===== config.mk =====
export PLATFORM = sky130hd
export DESIGN_NAME = uart_rx
export DESIGN_NICKNAME = d
export VERILOG_FILES = /design/src/rtl/uart_rx.sv
export SDC_FILE = /design/constraint.sdc
export NUM_CORES = 1
export LEC_CHECK = 0
export ABC_AREA = 1
export CORE_MARGIN = 5
export CORE_UTILIZATION = 55
export DETAILED_ROUTE_END_ITERATION = 10
export PLACE_DENSITY = 0.73
export SLEW_MARGIN = 20
export SYNTH_ARGS = -nofsm -noshare
export SYNTH_HDL_FRONTEND = slang
export SYNTH_SLANG_ARGS = --single-unit

===== constraint.sdc =====
create_clock -name clk -period 3.6 [get_ports clk]
set_input_delay 0.72 -clock clk [delete_from_list [all_inputs] [get_ports clk]]
set_output_delay 0.72 -clock clk [all_outputs]
set_load 0.01 [all_outputs]

===== src/rtl/uart_rx.sv =====
// 8N1 UART receiver: 2-flop synchronizer, mid-bit sampling FSM and a
// first-word-fall-through receive FIFO with valid/ready output.
module uart_rx #(
  parameter int unsigned CLKS_PER_BIT = 868,
  parameter int unsigned FIFO_DEPTH   = 8
) (
  input  logic                          clk,
  input  logic                          rst,
  input  logic                          rx_i,
  output logic [7:0]                    rx_data_o,
  output logic                          rx_valid_o,
  input  logic                          rx_ready_i,
  output logic                          frame_err_o,
  output logic                          overflow_o,
  output logic                          rx_busy_o,
  output logic [$clog2(FIFO_DEPTH):0]   fifo_count_o
);

  localparam int unsigned CW   = $clog2(CLKS_PER_BIT);
  localparam int unsigned AW   = $clog2(FIFO_DEPTH);
  localparam int unsigned HALF = CLKS_PER_BIT / 2;
  localparam logic [CW-1:0] HALF_LOAD = CW'(HALF - 1);
  localparam logic [CW-1:0] BIT_LOAD  = CW'(CLKS_PER_BIT - 1);
  localparam logic [AW:0]   DEPTH_CNT = (AW+1)'(FIFO_DEPTH);

  typedef enum logic [1:0] {IDLE, START, DATA, STOP} state_e;

  // Synchronizer and edge detector; armed_q blocks a false edge when the
  // line is already low as the reset-valued flops drain after reset.
  logic       sync1_q, sync2_q, prev_q, armed_q;
  logic [1:0] fill_q;
  logic       fall_c;

  always_ff @(posedge clk) begin
    if (rst) begin
      sync1_q <= 1'b1;
      sync2_q <= 1'b1;
      prev_q  <= 1'b1;
      fill_q  <= 2'b00;
      armed_q <= 1'b0;
    end else begin
      sync1_q <= rx_i;
      sync2_q <= sync1_q;
      prev_q  <= sync2_q;
      fill_q  <= {fill_q[0], 1'b1};
      if (fill_q[1] && sync2_q) armed_q <= 1'b1;
    end
  end

  assign fall_c = armed_q & prev_q & ~sync2_q;

  // Frame FSM state and datapath registers
  state_e          state_q, state_d;
  logic [CW-1:0]   cnt_q, cnt_d;
  logic [2:0]      bit_q, bit_d;
  logic [7:0]      shift_q, shift_d;
  logic            busy_q, ferr_q, ferr_d;
  logic            push_c;

  always_comb begin
    state_d = state_q;
    cnt_d   = cnt_q;
    bit_d   = bit_q;
    shift_d = shift_q;
    ferr_d  = 1'b0;
    push_c  = 1'b0;
    if (state_q != IDLE) cnt_d = cnt_q - CW'(1);
    case (state_q)
      IDLE: begin
        if (fall_c) begin
          state_d = START;
          cnt_d   = HALF_LOAD;
        end
      end
      START: begin
        if (cnt_q == '0) begin
          cnt_d = BIT_LOAD;
          bit_d = 3'd0;
          state_d = sync2_q ? IDLE : DATA;
        end
      end
      DATA: begin
        if (cnt_q == '0) begin
          cnt_d   = BIT_LOAD;
          shift_d = {sync2_q, shift_q[7:1]};
          bit_d   = bit_q + 3'd1;
          if (bit_q == 3'd7) state_d = STOP;
        end
      end
      STOP: begin
        if (cnt_q == '0) begin
          state_d = IDLE;
          push_c  = sync2_q;
          ferr_d  = ~sync2_q;
        end
      end
      default: state_d = IDLE;
    endcase
  end

  // FIFO control: a full FIFO still accepts a push when the head pops together
  logic [7:0]    mem [FIFO_DEPTH];
  logic [AW-1:0] rd_q, rd_d, wr_q, wr_d;
  logic [AW:0]   count_q, count_d;
  logic [7:0]    head_q, head_d;
  logic          valid_q, ovf_q, ovf_d;
  logic          full_c, pop_c, wr_c;

  always_comb begin
    full_c  = (count_q == DEPTH_CNT);
    pop_c   = valid_q & rx_ready_i;
    wr_c    = push_c & (~full_c | pop_c);
    ovf_d   = push_c & full_c & ~pop_c;
    rd_d    = pop_c ? rd_q + AW'(1) : rd_q;
    wr_d    = wr_c ? wr_q + AW'(1) : wr_q;
    count_d = count_q;
    case ({wr_c, pop_c})
      2'b10:   count_d = count_q + (AW+1)'(1);
      2'b01:   count_d = count_q - (AW+1)'(1);
      default: count_d = count_q;
    endcase
    head_d = (wr_c && (wr_q == rd_d)) ? shift_q : mem[rd_d];
  end

  always_ff @(posedge clk) begin
    if (wr_c) mem[wr_q] <= shift_q;
  end

  always_ff @(posedge clk) begin
    if (rst) begin
      state_q <= IDLE;
      cnt_q   <= '0;
      bit_q   <= 3'd0;
      shift_q <= 8'h00;
      busy_q  <= 1'b0;
      ferr_q  <= 1'b0;
      rd_q    <= '0;
      wr_q    <= '0;
      count_q <= '0;
      head_q  <= 8'h00;
      valid_q <= 1'b0;
      ovf_q   <= 1'b0;
    end else begin
      state_q <= state_d;
      cnt_q   <= cnt_d;
      bit_q   <= bit_d;
      shift_q <= shift_d;
      busy_q  <= (state_d != IDLE);
      ferr_q  <= ferr_d;
      rd_q    <= rd_d;
      wr_q    <= wr_d;
      count_q <= count_d;
      head_q  <= head_d;
      valid_q <= (count_d != '0);
      ovf_q   <= ovf_d;
    end
  end

  assign rx_data_o    = head_q;
  assign rx_valid_o   = valid_q;
  assign frame_err_o  = ferr_q;
  assign overflow_o   = ovf_q;
  assign rx_busy_o    = busy_q;
  assign fifo_count_o = count_q;

endmodule


==> flow_summary.ini, run 1 <==
[run_status]
status = completed

[clocking]
cts_setup_buffers = 0
cts_buffer_depth = 2
clkTransAtPathRegs_ps = 60
cts_resized = 0
clk_latency_ps = 510
cts_made_buffers = 17
clock-root-buffer = clkbuf_8
hold_buffers = 0
cts_tree = yes
htreeDepth = 4
cts.sinks = 115

[sta]
hold_ws_ps = 411
setup_tns_ps = 0
fmax_mhz = 369
hold_viol = 0
skew_ps = 8.97
finalCriticalPeriod_ps = 2710
tightest_slew_ps = 692
rsz0062_at_grt = false
setup_viol = 0
max_slew_margin_pct = 53.7
slew_viol_final = 0
min_period_over_period_pct = 75.3

[route]
vias = 3760
via_per_inst = 5.55
antenna_left = 0
drtPass1Iterations = 4
drt_iter0_drc = 176
routed_wl_mm = 10.8
routed_wire_length_per_instance_um = 16.0
route.detailed.drc = 0

[synth]
synthCells = 525
synth_warnings = 0
synth-edff-count = 64
synth_fp_nets = 540
synth_top_area_cell = edfxtp_1
async_reset_ff_share_pct = 0
yosysSeqAreaShare_pct = 59.0
ys_seq_elements = 115
synth_area_um2 = 4990
synthFlopType = edfxtp_1
synth_top_area_share_pct = 38.5
syn_area_per_cell_um2 = 9.50
synthTopCellsByArea = edfxtp_1, dfxtp_1, nand2_1, inv_1, o21ai_0
synthDistinctLibCells = 36

[power]
power_density_nw_per_um2 = 639
vdd.ir_drop.worst_mv = 0.493
power.leakage_nw = 2.41

[hold_path]
holdPathStages = 1
min_path_type = register to register
hp-start = sync1_q

[layout]
syn2layout_area_growth_pct = 18.9
final_common_cell = nand2_1
drive_gt1_share_pct = 10.5
mostFrequentLayoutCells = nand2_1, edfxtp_1, inv_1
n_antenna_cell = 0
num-nets-final = 572
fillers = 681

[global_route]
grt_first_pass_wirelength_mm = 18.3
grt_max_degree = 33
grt_pass1_vias = 3855
globalRouteTotalUtil_pct = 20.6
antenna_found_initial = 0
grt_overflow_total = 0

[worst_setup_path]
r2r-start = cnt_q[1]
start_kind = input port
cp.required_ps = 4020
end_kind = register
crit_arrival_ps = 3130
worstSetupPathType = input port to register
critPathLaunch = rx_ready_i
reg2regPathDepth = 10
cp_max_fo = 16

[die]
io_pins = 20
dieArea_um2 = 11100
initial_core_util_pct = 56.9
fp.dieH_um = 105
fp-row-count = 34
core_area_um2 = 8760
chipWidth_um = 105

[place]
dp_hpwl_mm = 7.22
portBuffers = 19
gp_congestion = 0.904

[run]
drv_cap = 0
## cell families after synthesis
logic type | share of synthesized area (%)
XOR/XNOR | 1.78
AO/OA/AOI/OAI | 13.2
flip-flops | 59.0
buffers and inverters | 6.75
adder cells (fa/ha/maj) | 2.76
AND/OR/NAND/NOR | 16.4
## cell type report
| class | instances | area, um2 | area share, % |
|---|---|---|---|
| sequential | 115 | 2940 | 49.6 |
| multi-input combinational | 324 | 1710 | 28.8 |
| clock buffer | 28 | 579 | 9.77 |
| timing repair buffer | 32 | 288 | 4.85 |
| inverter | 67 | 251 | 4.24 |
| tap | 108 | 135 | 2.28 |
| clock inverter | 4 | 27.5 | 0.464 |
## stage by stage
| step | utilization, % | instances | worst slack [ps] | cell area (um2) | power [mW] |
|---|---|---|---|---|---|
| after floorplan | - | 525 | 1270 | 4990 | 1.94 |
| after global placement | 60.8 | 646 | 551 | 5320 | 2.13 |
| after detailed placement | 60.8 | 646 | 433 | 5320 | 2.15 |
| after CTS | 67.7 | 678 | 873 | 5930 | 3.80 |
| after global routing | 67.7 | 678 | 603 | 5930 | 3.96 |
| final | 67.7 | 678 | 888 | 5930 | 3.79 |
## synthesized netlist by cell type, drive strengths merged, types with 2 or more instances
cell type	instances
xor2	8
ha	11
buf	8
inv	66
a211oi	8
a21oi	36
dfxtp	51
nor3	17
a31oi	4
o22ai	8
o31ai	9
o211ai	2
nand2	97
clkbuf	11
edfxtp	64
nor2	54
or2	3
nand4	5
o21ai	45
nand3	13
## worst paths after layout
kind / slack (ps) / to
setup / recovery: 890 / rx_data_o[2]
hold / removal: 410 / sync2_q
setup reg to reg: 1170 / rx_data_o[2]
hold reg to reg: 410 / sync2_q
## critical path, stage by stage
cell             delay, ps
clkdlybuf4s50_1        470
nand2_2                100
inv_2                  110
nand2_1                 50
nand2_1                410
inv_2                   70
nand2_1                 80
nand4_1                140
nor3_4                 620
nor2_1                 120
a211oi_1               240
## where the power goes
part	leakage (nW)	switching [mW]	internal (mW)
Sequential	1.01	0.0347	1.43
Combinational	1.09	0.417	0.250
Clock	0.304	0.573	1.08
## per-layer routing
metal / vias to the layer above / routed length (um) / global-route usage (%)
met5: - / 0 / 0
met4: 0 / 102 / 6.03
met3: 12 / 496 / 4.77
met2: 103 / 5910 / 38.7
met1: 1804 / 4340 / 23.1
li1: 1841 / - / -
## state kept, by name (all words and copies together), names as in the netlist, 2 cells and up
| name | count |
|---|---|
| bit_q | 3 |
| cnt_q | 10 |
| fifo_count_o | 4 |
| fill_q | 2 |
| mem | 64 |
| rd_q | 3 |
| rx_data_o | 8 |
| shift_q | 8 |
| state_q | 2 |
| wr_q | 3 |
Note: power is estimated with default switching activity, not from simulation.
==> run 2: changes to the inputs <==
--- a/config.mk
+++ b/config.mk
@@ -7,9 +7,9 @@
 export LEC_CHECK = 0
 export ABC_AREA = 1
 export CORE_MARGIN = 5
-export CORE_UTILIZATION = 55
+export CORE_UTILIZATION = 54
 export DETAILED_ROUTE_END_ITERATION = 10
-export PLACE_DENSITY = 0.73
+export PLACE_DENSITY = 0.75
 export SLEW_MARGIN = 20
 export SYNTH_ARGS = -nofsm -noshare
 export SYNTH_HDL_FRONTEND = slang
==> constraint.sdc (replaced) <==
create_clock -name clk -period 2.35 [get_ports clk]
set_input_delay 0.47 -clock clk [delete_from_list [all_inputs] [get_ports clk]]
set_output_delay 0.47 -clock clk [all_outputs]
set_load 0.01 [all_outputs]
==> flow_summary.ini, run 2 (synthesis results as in run 1) <==
[worst_setup_path]
start_kind = register
r2r_slack_ps = 270
cp.required_ps = 2750
cp_max_fo = 5
end_kind = register
worstSetupPathType = register to register
crit_arrival_ps = 2480

[clocking]
cts_tree = yes
clock-root-buffer = clkbuf_8
cts_made_buffers = 17
cts_buffer_depth = 2
cts.sinks = 115
cts_setup_buffers = 0
htreeDepth = 4
hold_buffers = 0
clkTransAtPathRegs_ps = 60
clk_latency_ps = 510

[run]
drv_cap = 0

[layout]
reg.largest.list = mem (64), cnt_q (10)
regMostFlops = mem
num-nets-final = 585
mostFrequentLayoutCells = nand2_1, edfxtp_1, inv_1
drive_gt1_share_pct = 13.6
largest_register_ffs = 64
n_antenna_cell = 0
fin_area_um2 = 6080
final_common_cell = nand2_1
syn2layout_area_growth_pct = 22.0
post-route-util_pct = 66.8

[power]
vdd.ir_drop.worst_mv = 0.573
power_mw = 5.84
power_density_nw_per_um2 = 961
power.leakage_nw = 2.42

[die]
chipWidth_um = 106
fp.dieH_um = 106
core_area_um2 = 9110
fp-row-count = 35
io_pins = 20
initial_core_util_pct = 54.7
dieArea_um2 = 11300

[sta]
tightest_slew_ps = 440
max_slew_margin_pct = 70.6
slew_viol_final = 0
hold_viol = 0
setup_tns_ps = 0
setup_viol = 0
finalCriticalPeriod_ps = 2080
skew_ps = 7.28
min_period_over_period_pct = 88.5
rsz0062_at_grt = false
fmax_mhz = 481

[route]
via_per_inst = 5.56
vias = 3859
routed_wire_length_per_instance_um = 15.4
antenna_left = 0
routed_wl_mm = 10.7
route.detailed.drc = 0
drtPass1Iterations = 5
drt_iter0_drc = 180

[global_route]
grt_first_pass_wirelength_mm = 17.7
grt_overflow_total = 0
grt_max_degree = 33
grt_pass1_vias = 3814
globalRouteTotalUtil_pct = 20.2
antenna_found_initial = 0

[place]
portBuffers = 19
gp_congestion = 0.897
placedInstanceArea_um2 = 5480
dp_hpwl_mm = 7.11

[hold_path]
min_path_type = register to register

[run_status]
status = completed
## run 2: cell types whose count changed in the layout (fill, tap and decap cells not counted), sizes merged
cell / before / now
bufinv: 0 / 1
inv: 69 / 66
clkinvlp: 0 / 3
clkbuf: 28 / 20
clkinv: 2 / 9
buf: 13 / 26
## run 2: final timing paths
check,from,cells past startpoint,endpoint
worst max-delay path,cnt_q[1],16,rx_valid_o
worst min-delay path,sync1_q,1,sync2_q
worst max register to register,cnt_q[1],16,rx_valid_o
worst min register to register,sync1_q,1,sync2_q
## run 2: metal layers
layer | global-route usage, % | vias up | wire, um
met5 | 0 | - | 0
met4 | 8.70 | 0 | 238
met3 | 4.80 | 25 | 550
met2 | 37.2 | 137 | 5630
met1 | 22.1 | 1822 | 4270
li1 | - | 1875 | -
## run 2: final cells by class
| type | count | area [um2] |
|---|---|---|
| Fill cell | 678 | 3030 |
| Sequential cell | 115 | 2940 |
| Tap cell | 111 | 139 |
| Clock buffer | 20 | 478 |
| Timing Repair Buffer | 45 | 435 |
| Inverter | 67 | 251 |
| Multi-Input combinational cell | 324 | 1730 |
| Clock inverter | 12 | 103 |
## run 2: worst max-delay path: stages (launching register included)
cell and delay, ps:
dfxtp_1 320, inv_1 120, ha_4 160, inv_1 70
nor2_4 150, nand4_4 140, nand2_2 100, nand2_1 60
nand2_1 70, inv_1 50, ha_1 260, inv_1 50
nand2_1 50, nand3_1 100, o21ai_0 90, nor2_1 110
nand2_1 70
## run 2: per-stage QoR
step	setup WS [ps]	hold slack, ps	std cells
2_1_floorplan	82.7	388	525
3_3_place_gp	-39.3	395	662
3_5_place_dp	-102	396	662
4_1_cts	45.3	409	694
5_1_grt	17.9	426	694
6_report	270	409	694
## run 2: timing repair
action                                  CTS  global route
endpoints found under the setup margin    0            25
resized for setup                         0             7
endpoints found under the hold margin     0             0
## run 2: report_power, final
part	total, mW	switching (mW)	internal [mW]
clock	2.43	0.880	1.55
sequential	2.24	0.0529	2.19
combinational	1.17	0.691	0.483
